<file path="config.mk">
export PLATFORM = sky130hd
export DESIGN_NAME = hls4ml_mac_pipe
export DESIGN_NICKNAME = d
export VERILOG_FILES = /design/src/rtl/hls4ml_mac_pkg.sv /design/src/rtl/hls4ml_mac_delay.sv /design/src/rtl/hls4ml_mac_pipe.sv
export SDC_FILE = /design/constraint.sdc
export NUM_CORES = 1
export LEC_CHECK = 0
export BUFFER_PORTS_ARGS = -buffer_cell sky130_fd_sc_hd__buf_2
export CAP_MARGIN = 20
export CORE_MARGIN = 5
export CORE_UTILIZATION = 40
export CTS_CLUSTER_SIZE = 14
export DETAILED_ROUTE_END_ITERATION = 6
export HOLD_SLACK_MARGIN = 0.12
export PLACE_DENSITY = 0.53
export SKIP_CTS_REPAIR_TIMING = 1
export SLEW_MARGIN = 15
export SYNTH_ARGS = -nofsm -noshare
export SYNTH_HDL_FRONTEND = slang
export SYNTH_SLANG_ARGS = --single-unit
</file>
<file path="constraint.sdc">
create_clock -name clk -period 8.13 [get_ports clk]
set_clock_uncertainty 0.05 [all_clocks]
set_input_delay 0.4065 -clock clk [delete_from_list [all_inputs] [get_ports clk]]
set_output_delay 0.4065 -clock clk [all_outputs]
set_load 0.03 [all_outputs]
</file>
<file path="src/rtl/hls4ml_mac_pkg.sv">
`default_nettype none
// ============================================================================
// Module      : hls4ml_mac_pkg
// Description : Shared types, width helpers and saturation limits for the
//               hls4ml pipelined multiply/multiply-accumulate unit.
// Revision    : 1.0 - initial release
// ============================================================================
package hls4ml_mac_pkg;

    typedef struct packed {
        logic valid;
        logic acc;
        logic last;
    } beat_sb_t;

    function automatic int prod_width(input int a_width, input int b_width);
        return a_width + b_width + 1;
    endfunction

    function automatic bit acc_width_ok(input int a_width, input int b_width,
                                        input int acc_width);
        return acc_width >= prod_width(a_width, b_width);
    endfunction

    // Wide enough for any practical ACC_WIDTH; callers size-cast the result.
    function automatic logic signed [127:0] sat_max(input int width);
        return (128'sd1 <<< (width - 1)) - 128'sd1;
    endfunction

    function automatic logic signed [127:0] sat_min(input int width);
        return -(128'sd1 <<< (width - 1));
    endfunction

endpackage
`default_nettype wire

</file>
<file path="src/rtl/hls4ml_mac_delay.sv">
`default_nettype none
// ============================================================================
// Module      : hls4ml_mac_delay
// Description : Advance-gated shift register carrying the product and beat
//               sideband between the multiplier and the accumulator level.
// Revision    : 1.0 - initial release
// ============================================================================
module hls4ml_mac_delay
    import hls4ml_mac_pkg::*;
#(
    parameter int DEPTH      = 1,
    parameter int DATA_WIDTH = 23
) (
    input  logic                  clk,
    input  logic                  reset,
    input  logic                  adv,
    input  logic [DATA_WIDTH-1:0] in_data,
    input  beat_sb_t              in_sb,
    output logic [DATA_WIDTH-1:0] out_data,
    output beat_sb_t              out_sb
);

    generate
        if (DEPTH == 0) begin : g_pass
            assign out_data = in_data;
            assign out_sb   = in_sb;
        end else begin : g_shift
            logic [DATA_WIDTH-1:0] r_data [DEPTH];
            beat_sb_t              r_sb   [DEPTH];

            always_ff @(posedge clk or posedge reset) begin
                if (reset) begin
                    for (int i = 0; i < DEPTH; i++) begin
                        r_data[i] <= '0;
                        r_sb[i]   <= '0;
                    end
                end else if (adv) begin
                    r_data[0] <= in_data;
                    r_sb[0]   <= in_sb;
                    for (int i = 1; i < DEPTH; i++) begin
                        r_data[i] <= r_data[i-1];
                        r_sb[i]   <= r_sb[i-1];
                    end
                end
            end

            assign out_data = r_data[DEPTH-1];
            assign out_sb   = r_sb[DEPTH-1];
        end
    endgenerate

endmodule
`default_nettype wire

</file>
<file path="src/rtl/hls4ml_mac_pipe.sv">
`default_nettype none
// ============================================================================
// Module      : hls4ml_mac_pipe
// Description : Parametrised pipelined multiply / multiply-accumulate unit with
//               valid/ready handshake. Define SATURATE_EN for saturating
//               accumulation with a sticky per-packet overflow flag.
// Revision    : 1.0 - initial release
// ============================================================================
module hls4ml_mac_pipe
    import hls4ml_mac_pkg::*;
#(
    parameter int A_WIDTH   = 13,
    parameter int B_WIDTH   = 9,
    parameter bit A_SIGNED  = 1'b0,
    parameter bit B_SIGNED  = 1'b1,
    parameter int NUM_STAGE = 3,
    parameter int ACC_WIDTH = 32
) (
    input  logic                        clk,
    input  logic                        reset,
    input  logic                        ce,
    input  logic                        in_valid,
    output logic                        in_ready,
    input  logic [A_WIDTH-1:0]          in_a,
    input  logic [B_WIDTH-1:0]          in_b,
    input  logic                        in_acc,
    input  logic                        in_last,
    output logic                        out_valid,
    input  logic                        out_ready,
    output logic signed [ACC_WIDTH-1:0] out_data,
    output logic                        out_ovf
);

    localparam int PROD_WIDTH  = prod_width(A_WIDTH, B_WIDTH);
    localparam int DELAY_DEPTH = NUM_STAGE - 2;

    generate
        if (!acc_width_ok(A_WIDTH, B_WIDTH, ACC_WIDTH) || NUM_STAGE < 2 || NUM_STAGE > 8)
        begin : g_param_check
            $error("hls4ml_mac_pipe: illegal ACC_WIDTH or NUM_STAGE");
        end
    endgenerate

    logic w_adv;
    logic r_out_valid;

    // One global advance: the whole pipe stalls when a held result is not taken.
    assign w_adv    = ce & (~r_out_valid | out_ready);
    assign in_ready = w_adv;

    // ---------------------------------------------------------------- level 1
    logic [A_WIDTH-1:0] r_a;
    logic [B_WIDTH-1:0] r_b;
    beat_sb_t           r_sb1;

    always_ff @(posedge clk or posedge reset) begin
        if (reset) begin
            r_a   <= '0;
            r_b   <= '0;
            r_sb1 <= '0;
        end else if (w_adv) begin
            r_a   <= in_a;
            r_b   <= in_b;
            r_sb1 <= beat_sb_t'{valid: in_valid, acc: in_acc, last: in_last};
        end
    end

    // ------------------------------------------------------------ multiplier
    logic                         w_a_msb;
    logic                         w_b_msb;
    logic signed [PROD_WIDTH-1:0] w_a_px;
    logic signed [PROD_WIDTH-1:0] w_b_px;
    logic signed [PROD_WIDTH-1:0] w_prod;

    assign w_a_msb = A_SIGNED ? r_a[A_WIDTH-1] : 1'b0;
    assign w_b_msb = B_SIGNED ? r_b[B_WIDTH-1] : 1'b0;
    assign w_a_px  = {{(PROD_WIDTH-A_WIDTH){w_a_msb}}, r_a};
    assign w_b_px  = {{(PROD_WIDTH-B_WIDTH){w_b_msb}}, r_b};
    // PROD_WIDTH bits always hold the exact product of the extended operands.
    assign w_prod  = w_a_px * w_b_px;

    // -------------------------------------------------------- levels 2..N-1
    logic [PROD_WIDTH-1:0] w_d_prod;
    beat_sb_t              w_d_sb;

    hls4ml_mac_delay #(
        .DEPTH      (DELAY_DEPTH),
        .DATA_WIDTH (PROD_WIDTH)
    ) u_delay (
        .clk      (clk),
        .reset    (reset),
        .adv      (w_adv),
        .in_data  (w_prod),
        .in_sb    (r_sb1),
        .out_data (w_d_prod),
        .out_sb   (w_d_sb)
    );

    logic signed [ACC_WIDTH-1:0] w_prod_acc;

    generate
        if (ACC_WIDTH > PROD_WIDTH) begin : g_prod_ext
            assign w_prod_acc = {{(ACC_WIDTH-PROD_WIDTH){w_d_prod[PROD_WIDTH-1]}}, w_d_prod};
        end else begin : g_prod_same
            assign w_prod_acc = w_d_prod;
        end
    endgenerate

    // ------------------------------------------------------ accumulate level
    logic signed [ACC_WIDTH-1:0] r_acc;
    logic signed [ACC_WIDTH-1:0] r_out_data;
    logic                        r_out_ovf;
    logic signed [ACC_WIDTH-1:0] w_next;
    logic                        w_ovf_now;

`ifdef SATURATE_EN
    localparam logic signed [ACC_WIDTH-1:0] C_SAT_MAX = ACC_WIDTH'(sat_max(ACC_WIDTH));
    localparam logic signed [ACC_WIDTH-1:0] C_SAT_MIN = ACC_WIDTH'(sat_min(ACC_WIDTH));

    logic signed [ACC_WIDTH:0] w_sum_x;
    logic                      w_clamp;
    logic                      r_ovf_sticky;

    assign w_sum_x = {r_acc[ACC_WIDTH-1], r_acc} + {w_prod_acc[ACC_WIDTH-1], w_prod_acc};
    assign w_clamp = w_sum_x[ACC_WIDTH] ^ w_sum_x[ACC_WIDTH-1];

    // A packet that has clamped once keeps its clamped value until it closes.
    always_comb begin
        w_next = w_sum_x[ACC_WIDTH-1:0];
        if (r_ovf_sticky) begin
            w_next = r_acc;
        end else if (w_clamp) begin
            w_next = w_sum_x[ACC_WIDTH] ? C_SAT_MIN : C_SAT_MAX;
        end
    end

    assign w_ovf_now = r_ovf_sticky | w_clamp;

    always_ff @(posedge clk or posedge reset) begin
        if (reset) begin
            r_ovf_sticky <= 1'b0;
        end else if (w_adv && w_d_sb.valid && w_d_sb.acc) begin
            r_ovf_sticky <= w_d_sb.last ? 1'b0 : w_ovf_now;
        end
    end
`else
    assign w_next    = r_acc + w_prod_acc;
    assign w_ovf_now = 1'b0;
`endif

    always_ff @(posedge clk or posedge reset) begin
        if (reset) begin
            r_acc       <= '0;
            r_out_data  <= '0;
            r_out_ovf   <= 1'b0;
            r_out_valid <= 1'b0;
        end else if (w_adv) begin
            r_out_valid <= 1'b0;
            if (w_d_sb.valid) begin
                if (!w_d_sb.acc) begin
                    // Plain beat bypasses the accumulator so it can sit inside a packet.
                    r_out_data  <= w_prod_acc;
                    r_out_ovf   <= 1'b0;
                    r_out_valid <= 1'b1;
                end else if (!w_d_sb.last) begin
                    r_acc <= w_next;
                end else begin
                    r_out_data  <= w_next;
                    r_out_ovf   <= w_ovf_now;
                    r_out_valid <= 1'b1;
                    r_acc       <= '0;
                end
            end
        end
    end

    assign out_valid = r_out_valid;
    assign out_data  = r_out_data;
    assign out_ovf   = r_out_ovf;

endmodule
`default_nettype wire
</file>
==> results of run 1 <==
[power by group through the flow]
stage                     Clock (W)  Combinational, W  Sequential [W]
final                      0.000784           0.00370         0.00103
after global routing       0.000822           0.00424         0.00106
after CTS                  0.000800           0.00375         0.00103
after detailed placement          0           0.00369         0.00104
after global placement            0           0.00367         0.00103
after floorplan                   0           0.00287         0.00107
[path summary, 6_finish.rpt]
check,cells after the start,slack [ps],end,startpoint
max,16,2500,u_delay.out_data[20]$_DFFE_PP0P_,r_b[8]$_DFFE_PP0P_
min in group asynchronous,3,540,out_data[1]$_DFFE_PP0P_,reset
min,3,110,r_a[1]$_DFFE_PP0P_,in_a[1]
min reg2reg,2,420,out_data[1]$_DFFE_PP0P_,out_data[1]$_DFFE_PP0P_
max reg2reg,16,2500,u_delay.out_data[20]$_DFFE_PP0P_,r_b[8]$_DFFE_PP0P_
max in group asynchronous,4,6180,r_acc[17]$_DFFE_PP0P_,reset
[worst register-to-register path, stage by stage (launching register included)]
cell and delay, ps:
dfrtp_1 700, nand2b_1 170, fa_1 530, fa_1 540, inv_1 50, fa_1 500, fa_1 570, fa_1 420
ha_1 310, inv_1 90, o21ai_1 90, a2111o_1 480, a311oi_4 360, o211ai_1 160, a31oi_1 210, xor2_1 180
o21ai_1 70
[kinds of logic (layout without fill, tap and decap cells)]
| kind of cell | Yosys count | count (layout) | synth area share |
|---|---|---|---|
| buffers and inverters | 166 | 209 | 0.06202 |
| AO/OA/AOI/OAI | 216 | 216 | 0.1445 |
| flip-flops | 116 | 116 | 0.2855 |
| XOR/XNOR | 46 | 46 | 0.03962 |
| adder cells (fa/ha/maj) | 173 | 173 | 0.2712 |
| other | 1 | 1 | 0.0003688 |
| multiplexers | 22 | 22 | 0.02178 |
| AND/OR/NAND/NOR | 385 | 385 | 0.1751 |
[state kept, by name, summed over array words and instances (netlist names)]
register and flops:
r_sb1 3, r_acc 32, u_delay.out_data 23, out_data 32, out_valid 1, r_a 13
r_b 9, u_delay.out_sb 3
[cell type report]
type,instances,area share
multi-input cells,843,0.5864
flip-flops and latches,116,0.2557
clock buffers,19,0.03990
well taps,330,0.03638
inverters,107,0.03560
repair buffers,70,0.03307
clock inverters,13,0.01290
[routing by layer]
metal / global-route usage / wire (um) / vias to the layer above / part of all wire
li1: - / - / 3787 / -
met1: 0.2420 / 11660 / 3628 / 0.49
met2: 0.2841 / 11130 / 104 / 0.47
met3: 0.02236 / 602 / 18 / 0.025
met4: 0.04690 / 285 / 0 / 0.012
met5: 0 / 0 / - / 0
[cell usage after synthesis, types with 4 or more instances]
library cell / number / area share
inv_1: 105 / 0.039
nor2b_1: 13 / 0.0080
nand3_1: 17 / 0.0084
nor2_1: 23 / 0.0085
and2_1: 48 / 0.030
o21ai_1: 16 / 0.0079
clkbuf_1: 47 / 0.017
nand4_1: 6 / 0.0037
buf_1: 8 / 0.0030
a21o_1: 20 / 0.015
nand2_1: 235 / 0.087
o21ai_0: 55 / 0.027
xnor2_1: 25 / 0.022
a211oi_1: 6 / 0.0044
xor2_1: 21 / 0.018
ha_1: 94 / 0.12
a22o_1: 24 / 0.021
nor3_1: 7 / 0.0034
dfrtp_1: 116 / 0.29
and3_1: 6 / 0.0037
mux2i_1: 21 / 0.021
a31oi_1: 6 / 0.0037
nand2b_1: 8 / 0.0049
o21bai_1: 11 / 0.0081
a21boi_0: 4 / 0.0030
a21oi_1: 40 / 0.020
fa_1: 79 / 0.16
[metrics by stage]
step / instance area (sq um) / hold slack, ps / setup WS [ps] / util / std cells
after floorplan: 10170 / 388.6 / 2956 / - / 1125
after global placement: 10730 / 403.4 / 2576 / 0.4274 / 1464
after detailed placement: 10730 / 403.3 / 2486 / 0.4274 / 1464
after CTS: 11330 / 17.69 / 2466 / 0.4513 / 1496
after global routing: 11350 / 123.6 / 2082 / 0.4521 / 1498
final: 11350 / 115.0 / 2498 / 0.4521 / 1498
==> flow_metrics.py, run 1 <==
metrics = {
    "setup_path": {
        "critical_path_buf_inv_count": 2,
        "crit_path_max_fanout": 16,
        "max_stage_delay_ps": 700,
        "crit_arrival_ps": 5870,
        "slowest_stage": "dfrtp_1",
        "crit_chain": "nand2b_1 > fa_1 > fa_1 > inv_1 > fa_1 > fa_1 > fa_1 > ha_1 > inv_1 > o21ai_1 > a2111o_1 > a311oi_4 > o211ai_1 > a31oi_1 > xor2_1 > o21ai_1",
        "cp.required_ps": 8360,
        "cpLargestDelayFamily": "adder cells",
        "critPathLaunchType": "flop",
        "path_class": "flop to flop",
        "endpoint_kind": "flop",
        "cp_common_cell": "fa_1",
    },
    "route": {
        "drtIter0Drc": 502,
        "drt-wirelength-per-cell_um": 15.81,
        "via_per_inst": 5.031,
        "drtAntennaViolNets": 0,
        "drc_errors": 0,
        "num_vias": 7537,
        "drt_wl_total_um": 23680,
        "drtPass1Iterations": 5,
    },
    "floorplanning": {
        "die_area_sq_um": 28710,
        "die_x_um": 169.4,
        "io_pins": 64,
        "core_area_sq_um": 25110,
        "num_rows": 58,
        "die_h_um": 169.4,
        "start_util": 0.4050,
    },
    "finish": {
        "regArea_sq_um": 2903,
        "drive_above_1_share": 0.1045,
        "antenna_cells": 0,
        "most-common-layout-cells": "235 x nand2_1, 116 x dfrtp_1, 104 x inv_1, 94 x ha_1, 79 x fa_1",
        "multi_input_area_sq_um": 6656,
        "final_nets": 1357,
        "final_common_cell": "nand2_1",
        "n_fill_cell": 2535,
        "syn_to_final_growth_pct": 11.63,
    },
    "sta": {
        "setup_viol": 0,
        "hold_violations": 0,
        "fin_crit_ps": 5632,
        "worst_pin_slew_ps": 887.1,
        "maxSlewHeadroom": 0.4086,
        "slew_viol_final": 0,
        "rsz0062_at_grt": "no",
        "min_period_over_period": 0.6927,
        "fin_tns_setup_ps": 0,
        "fmax_ghz": 0.1776,
    },
    "synthesis": {
        "synth.avg_cell_area_sq_um": 9.039,
        "syn_inst": 1125,
        "ys_types": 71,
        "synth_edf_count": 0,
        "ys_seq_elements": 116,
        "yosysSeqAreaShare": 0.2855,
        "synth.net_count": 1327,
        "netlist_area_sq_um": 10170,
        "yosys_most_used_dff": "dfrtp_1",
        "ys.warnings.count": 0,
        "synthArstFlopShare": 1.000,
    },
    "run": {
        "max_cap_violations": 0,
    },
    "power": {
        "p_switching_w": 0.002677,
        "powerDensity_nw_per_um2": 485.0,
        "p_leak_nw": 5.831,
        "intPower_w": 0.002828,
        "power.total_w": 0.005505,
        "p_seq_frac": 0.186,
        "vdd_drop_max_mv": 0.2435,
        "comb_power_share": 0.671,
        "netSwitchingFraction": 0.4862,
        "clockPowerShare": 0.142,
    },
    "global_route": {
        "grt_pass1_wl_um": 40560,
        "grt_max_degree": 71,
        "grt_pass1_vias": 7870,
        "gr-total-overflow": 0,
        "antenna_found_initial": 0,
        "grt_usage": 0.1728,
    },
    "clocking": {
        "clk_latency_ps": 430,
        "cts_buffers": 17,
        "clk_pin_slew_ps": 60,
        "cts_max_level": 4,
        "clockBufferDepth": 2,
        "clockRootBuffer": "clkbuf_16",
        "cts_num_sinks": 116,
        "tritoncts": "built",
    },
    "placement": {
        "globalplace.congestion": 0.8416,
        "place.detailed.hpwl_um": 17250,
        "io_buffers": 62,
    },
    "run_status": {
        "status": "finished, final reports clean",
    },
    "min_path": {
        "hp-class": "input port to flop",
    },
}
Note: power is estimated with default switching activity, not from simulation.
==> run 2, diff against run 1 <==
--- a/config.mk
+++ b/config.mk
@@ -12,7 +12,7 @@
 export CTS_CLUSTER_SIZE = 14
 export DETAILED_ROUTE_END_ITERATION = 6
 export HOLD_SLACK_MARGIN = 0.12
-export PLACE_DENSITY = 0.53
+export PLACE_DENSITY = 0.56
 export SKIP_CTS_REPAIR_TIMING = 1
 export SLEW_MARGIN = 15
 export SYNTH_ARGS = -nofsm -noshare
==> constraint.sdc (replaced) <==
create_clock -name clk -period 4.6 [get_ports clk]
set_clock_uncertainty 0.05 [all_clocks]
set_input_delay 0.23 -clock clk [delete_from_list [all_inputs] [get_ports clk]]
set_output_delay 0.23 -clock clk [all_outputs]
set_load 0.03 [all_outputs]
==> run 2 against run 1 <==
Against the previous run: the flow now finishes with violations (negative setup slack); fmax up 12%; flip-flop and latch count unchanged; utilization up 4.2 points; worst setup slack worse by 2900 ps; via count up 5.1%; worst hold slack better by 240 ps; first-iteration DRC count down 25%; global-route usage down 0.37 points; design area up 9.3%; wire length down 0.85%; die area unchanged; largest cell class unchanged.
==> flow_metrics.py, run 2 (same netlist as run 1, synthesis figures left out) <==
metrics = {
    "setup_path": {
        "crit_chain": "nand2b_4 > fa_1 > fa_1 > inv_1 > fa_1 > fa_1 > fa_1 > ha_4 > inv_2 > o21ai_2 > a2111o_1 > a311oi_4 > o211ai_1 > a31oi_1 > xor2_1 > o21ai_1",
        "rr_startpoint": "r_b[8]$_DFFE_PP0P_",
        "cp_num_cells": 16,
        "cpLargestDelayFamily": "adder cells",
        "crit_arrival_ps": 5270,
        "crit_path_max_fanout": 5,
        "cp.required_ps": 4830,
        "endpoint_kind": "flop",
        "reg2reg_depth": 16,
        "cp_common_cell": "fa_1",
        "critPathLaunchType": "flop",
        "slowest_stage": "fa_1",
        "path_class": "flop to flop",
        "timing.rr.end": "u_delay.out_data[20]$_DFFE_PP0P_",
        "reg2reg_slack_ps": -430,
        "max_stage_delay_ps": 560,
        "critical_path_buf_inv_count": 2,
    },
    "sta": {
        "maxSlewHeadroom": 0.3484,
        "worst_pin_slew_ps": 974.6,
        "slew_viol_final": 0,
        "fmax_ghz": 0.1986,
        "fin_crit_ps": 5035,
        "worst_slack_ps": -434.8,
        "hold_violations": 0,
        "rsz0062_at_grt": "yes",
        "setup_viol": 9,
        "min_period_over_period": 1.095,
    },
    "finish": {
        "antenna_cells": 0,
        "n_fill_cell": 2406,
        "stdcell_count": 1605,
        "final_nets": 1464,
        "drive_above_1_share": 0.1922,
        "final_common_cell": "nand2_1",
        "most-common-layout-cells": "228 x nand2_1, 105 x dfrtp_1, 102 x inv_1, 87 x ha_1, 87 x buf_4",
        "syn_to_final_growth_pct": 22.05,
    },
    "min_path": {
        "hp-class": "input port to asynchronous set/reset pin",
    },
    "route": {
        "via_per_inst": 4.935,
        "drtAntennaViolNets": 0,
        "drc_errors": 0,
        "drt-wirelength-per-cell_um": 14.63,
        "drtIter0Drc": 377,
        "drt_wl_total_um": 23480,
        "num_vias": 7920,
        "drtPass1Iterations": 4,
    },
    "global_route": {
        "grt_usage": 0.1691,
        "gr-total-overflow": 0,
        "antenna_found_initial": 0,
        "grt_pass1_wl_um": 39780,
        "grt_pass1_vias": 8038,
        "grt_max_degree": 68,
    },
    "floorplanning": {
        "io_pins": 64,
        "num_rows": 58,
        "die_h_um": 169.4,
        "start_util": 0.4050,
        "die_x_um": 169.4,
        "core_area_sq_um": 25110,
        "die_area_sq_um": 28710,
    },
    "placement": {
        "globalplace.congestion": 0.8444,
        "place.detailed.hpwl_um": 18310,
        "dp_cells": 1539,
        "io_buffers": 62,
    },
    "clocking": {
        "cts_num_sinks": 116,
        "cts_max_level": 4,
        "clockRootBuffer": "clkbuf_16",
        "clk_pin_slew_ps": 60,
        "tritoncts": "built",
        "clk_latency_ps": 420,
        "cts_buffers": 17,
        "clockBufferDepth": 2,
    },
    "run": {
        "max_cap_violations": 0,
    },
    "run_status": {
        "violations": "negative setup slack",
        "status": "finished, violations left",
    },
}
## run 2: changes by cell type in the layout (fill, tap and decap cells not counted), sizes merged
cell         previous run  this run
dlygate4sd3             2        26
clkbuf                 19        21
bufinv                  2         3
clkinv                  6         5
inv                   110       108
buf                    68       151
## run 2: per-layer routing
metal  wire length (um)  vias to the layer above  global-route usage
li1                   -                     4006                   -
met1              11310                     3777              0.2321
met2              11070                      106              0.2773
met3                614                       31             0.02562
met4                486                        0             0.05285
met5                  0                        -                   0
## run 2: worst register-to-register path, stage by stage (launching register included)
cell and delay [ps]:
dfrtp_2 470, nand2b_4 110, fa_1 430, fa_1 510, inv_1 50, fa_1 560, fa_1 430, fa_1 540
ha_4 210, inv_2 60, o21ai_2 50, a2111o_1 470, a311oi_4 330, o211ai_1 170, a31oi_1 210, xor2_1 160
o21ai_1 80
## run 2: stage by stage
step	hold slack, ps	setup WS [ps]	utilization	TNS [ps]	cell area, sq um
floorplan	285.4	-312.6	-	-1407	10340
global placement	271.8	-488.7	0.4531	-3531	11380
detailed placement	279.0	-552.2	0.4531	-3878	11380
CTS	-173.6	-565.5	0.4774	-4129	11990
global route	408.7	-638.1	0.4943	-4786	12410
finish	357.6	-434.8	0.4943	-2298	12410
## run 2: worst max-delay path by stage
| stage | startpoint | endpoint | slack, ps |
|---|---|---|---|
| after floorplan | r_b[1]$_DFFE_PP0P_ | u_delay.out_data[20]$_DFFE_PP0P_ | -310 |
| after global placement | r_b[0]$_DFFE_PP0P_ | u_delay.out_data[20]$_DFFE_PP0P_ | -490 |
| after detailed placement | r_b[0]$_DFFE_PP0P_ | u_delay.out_data[20]$_DFFE_PP0P_ | -550 |
| after CTS | r_b[0]$_DFFE_PP0P_ | u_delay.out_data[20]$_DFFE_PP0P_ | -570 |
| after global routing | r_b[2]$_DFFE_PP0P_ | u_delay.out_data[20]$_DFFE_PP0P_ | -640 |
| final | r_b[8]$_DFFE_PP0P_ | u_delay.out_data[20]$_DFFE_PP0P_ | -430 |
## run 2: cell type report
cell class	instances	area (sq um)	share of cell area
Clock buffer	21	460.4	0.03710
Clock inverter	11	150.1	0.01210
Inverter	107	404.1	0.03256
Multi-Input combinational cell	843	6820	0.5495
Sequential cell	116	2917	0.2350
Tap cell	330	412.9	0.03327
Timing Repair Buffer	177	1246	0.1004
Power of run 2 is left out: the tool's default activity adds up to more than one toggle a clock period on the data nets, which glitch-free logic cannot reach.
==> run 3, diff against run 2 <==
--- a/config.mk
+++ b/config.mk
@@ -5,6 +5,7 @@
 export SDC_FILE = /design/constraint.sdc
 export NUM_CORES = 1
 export LEC_CHECK = 0
+export ABC_CLOCK_PERIOD_IN_PS = 5400
 export BUFFER_PORTS_ARGS = -buffer_cell sky130_fd_sc_hd__buf_2
 export CAP_MARGIN = 20
 export CORE_MARGIN = 5
@@ -12,9 +13,8 @@
 export CTS_CLUSTER_SIZE = 14
 export DETAILED_ROUTE_END_ITERATION = 6
 export HOLD_SLACK_MARGIN = 0.12
-export PLACE_DENSITY = 0.56
+export PLACE_DENSITY = 0.53
 export SKIP_CTS_REPAIR_TIMING = 1
-export SLEW_MARGIN = 15
 export SYNTH_ARGS = -nofsm -noshare
 export SYNTH_HDL_FRONTEND = slang
 export SYNTH_SLANG_ARGS = --single-unit
==> constraint.sdc (replaced) <==
create_clock -name clk -period 5.4 [get_ports clk]
set_clock_uncertainty 0.05 [all_clocks]
set_input_delay 0.27 -clock clk [delete_from_list [all_inputs] [get_ports clk]]
set_output_delay 0.27 -clock clk [all_outputs]
set_load 0.03 [all_outputs]
==> run 3 against run 2 <==
Against the previous run: first-iteration DRC count is 51% higher; cell count is 3.0% lower; the flow now finishes without violations; critical endpoint unchanged; worst setup slack improved by 670 ps; flip-flop and latch count stayed put.
==> flow_metrics.py, run 3 (same netlist as run 1, synthesis figures left out) <==
metrics = {
    "run_status": {
        "status": "finished, final reports clean",
    },
    "floorplanning": {
        "die_x_um": 169.4,
        "start_util": 0.4050,
        "die_area_sq_um": 28710,
        "die_h_um": 169.4,
        "io_pins": 64,
        "core_area_sq_um": 25110,
        "num_rows": 58,
    },
    "route": {
        "drtAntennaViolNets": 0,
        "drt_wl_total_um": 24170,
        "via_per_inst": 4.972,
        "drt-wirelength-per-cell_um": 15.52,
        "num_vias": 7742,
        "drc_errors": 0,
        "drtPass1Iterations": 5,
        "drtIter0Drc": 571,
    },
    "sta": {
        "hold_violations": 0,
        "setup_viol": 0,
        "fin_crit_ps": 5164,
        "worst_pin_slew_ps": 793.8,
        "slew_viol_final": 0,
        "fin_tns_setup_ps": 0,
        "fmax_ghz": 0.1936,
        "maxSlewHeadroom": 0.4708,
        "rsz0062_at_grt": "no",
        "min_period_over_period": 0.9563,
    },
    "placement": {
        "io_buffers": 62,
        "place.detailed.hpwl_um": 17890,
        "globalplace.congestion": 0.8609,
        "place_area_sq_um": 10870,
    },
    "clocking": {
        "clk_pin_slew_ps": 60,
        "clockBufferDepth": 2,
        "clk_latency_ps": 430,
        "clockRootBuffer": "clkbuf_16",
        "cts_num_sinks": 116,
        "tritoncts": "built",
        "cts_max_level": 4,
        "cts_buffers": 17,
    },
    "finish": {
        "final_area_sq_um": 11890,
        "syn_to_final_growth_pct": 16.91,
        "utilization": 0.4734,
        "most-common-layout-cells": "232 x nand2_1, 106 x dfrtp_1, 103 x inv_1, 92 x ha_1, 75 x fa_1",
        "drive_above_1_share": 0.1426,
        "antenna_cells": 0,
        "n_fill_cell": 2479,
        "regArea_sq_um": 2915,
        "final_common_cell": "nand2_1",
        "final_nets": 1416,
        "multi_input_area_sq_um": 6703,
    },
    "setup_path": {
        "crit_path_max_fanout": 5,
        "critPathLaunchType": "flop",
        "reg2reg_slack_ps": 240,
        "endpoint": "u_delay.out_data[20]$_DFFE_PP0P_",
        "crit_arrival_ps": 5390,
        "timing.rr.end": "u_delay.out_data[20]$_DFFE_PP0P_",
        "cp.required_ps": 5630,
        "path_class": "flop to flop",
        "reg2reg_depth": 15,
        "rr_startpoint": "r_a[4]$_DFFE_PP0P_",
        "cp-startpoint": "r_a[4]$_DFFE_PP0P_",
        "endpoint_kind": "flop",
    },
    "global_route": {
        "antenna_found_initial": 0,
        "grt_pass1_vias": 7866,
        "grt_pass1_wl_um": 40280,
        "grt_usage": 0.1709,
        "grt_max_degree": 68,
        "gr-total-overflow": 0,
    },
    "power": {
        "vdd_drop_max_mv": 0.4352,
        "powerDensity_nw_per_um2": 713.8,
        "p_leak_nw": 6.062,
    },
    "run": {
        "max_cap_violations": 0,
    },
    "min_path": {
        "hp-class": "flop to flop",
        "hold-path-cell-count": 2,
    },
}
[run 3: cell types whose count changed in the layout (fill, tap and decap cells not counted), sizes merged]
cell | before | now
buf | 151 | 102
bufinv | 3 | 1
clkbuf | 21 | 23
clkinvlp | 2 | 4
clkinv | 5 | 4
[run 3: report_power, final]
group,leakage (nW),total (W),internal (W),switching (W)
Clock,0.263,0.00111,0.000660,0.000446
Combinational,4.34,0.00589,0.00252,0.00337
Sequential,1.46,0.00149,0.00122,0.000271
Total,6.06,0.00849,0.00440,0.00408
[run 3: through the flow]
stage / instances / power [W] / hold WS (ps) / setup WS, ps
final: 1557 / 0.008486 / 424.3 / 236.0
after global routing: 1557 / 0.009431 / 449.0 / 10.13
after CTS: 1515 / 0.008344 / -62.89 / -15.29
after detailed placement: 1483 / 0.007142 / 381.1 / -10.17
after global placement: 1483 / 0.007117 / 387.2 / 95.65
after floorplan: 1125 / 0.005940 / 325.4 / 226.5
[run 3: final cells by class]
type	instances	area share
timing repair buffer	129	0.07473
clock inverter	10	0.008420
inverter	107	0.03400
clock buffer	22	0.03905
tap	330	0.03473
sequential	116	0.2452
multi-input combinational	843	0.5638
[run 3: worst min-delay path by stage]
| stage | start | end | slack, ps |
|---|---|---|---|
| after global routing | out_data[10]$_DFFE_PP0P_ | out_data[10]$_DFFE_PP0P_ | 450 |
| after floorplan | in_a[0] | r_a[0]$_DFFE_PP0P_ | 330 |
| after detailed placement | reset | r_acc[0]$_DFFE_PP0P_ | 380 |
| after global placement | reset | r_acc[0]$_DFFE_PP0P_ | 390 |
| final | out_data[20]$_DFFE_PP0P_ | out_data[20]$_DFFE_PP0P_ | 420 |
| after CTS | reset | r_acc[0]$_DFFE_PP0P_ | -60 |
[run 3: per-layer routing]
metal | global-route usage | part of all wire | wire length [um]
met5 | 0 | 0 | 0
met4 | 0.03710 | 0.012 | 294
met3 | 0.03005 | 0.032 | 785
met2 | 0.2785 | 0.47 | 11260
met1 | 0.2401 | 0.49 | 11820
[run 3: critical path: stages, from the launching register on]
cell	delay [ps]
dfrtp_2	450
buf_4	160
buf_4	120
and2_1	160
fa_1	570
fa_1	440
fa_1	510
fa_1	490
ha_1	340
ha_4	260
a2111o_1	460
a311oi_4	420
o211ai_1	130
a31oi_1	210
xor2_1	160
o21ai_1	70
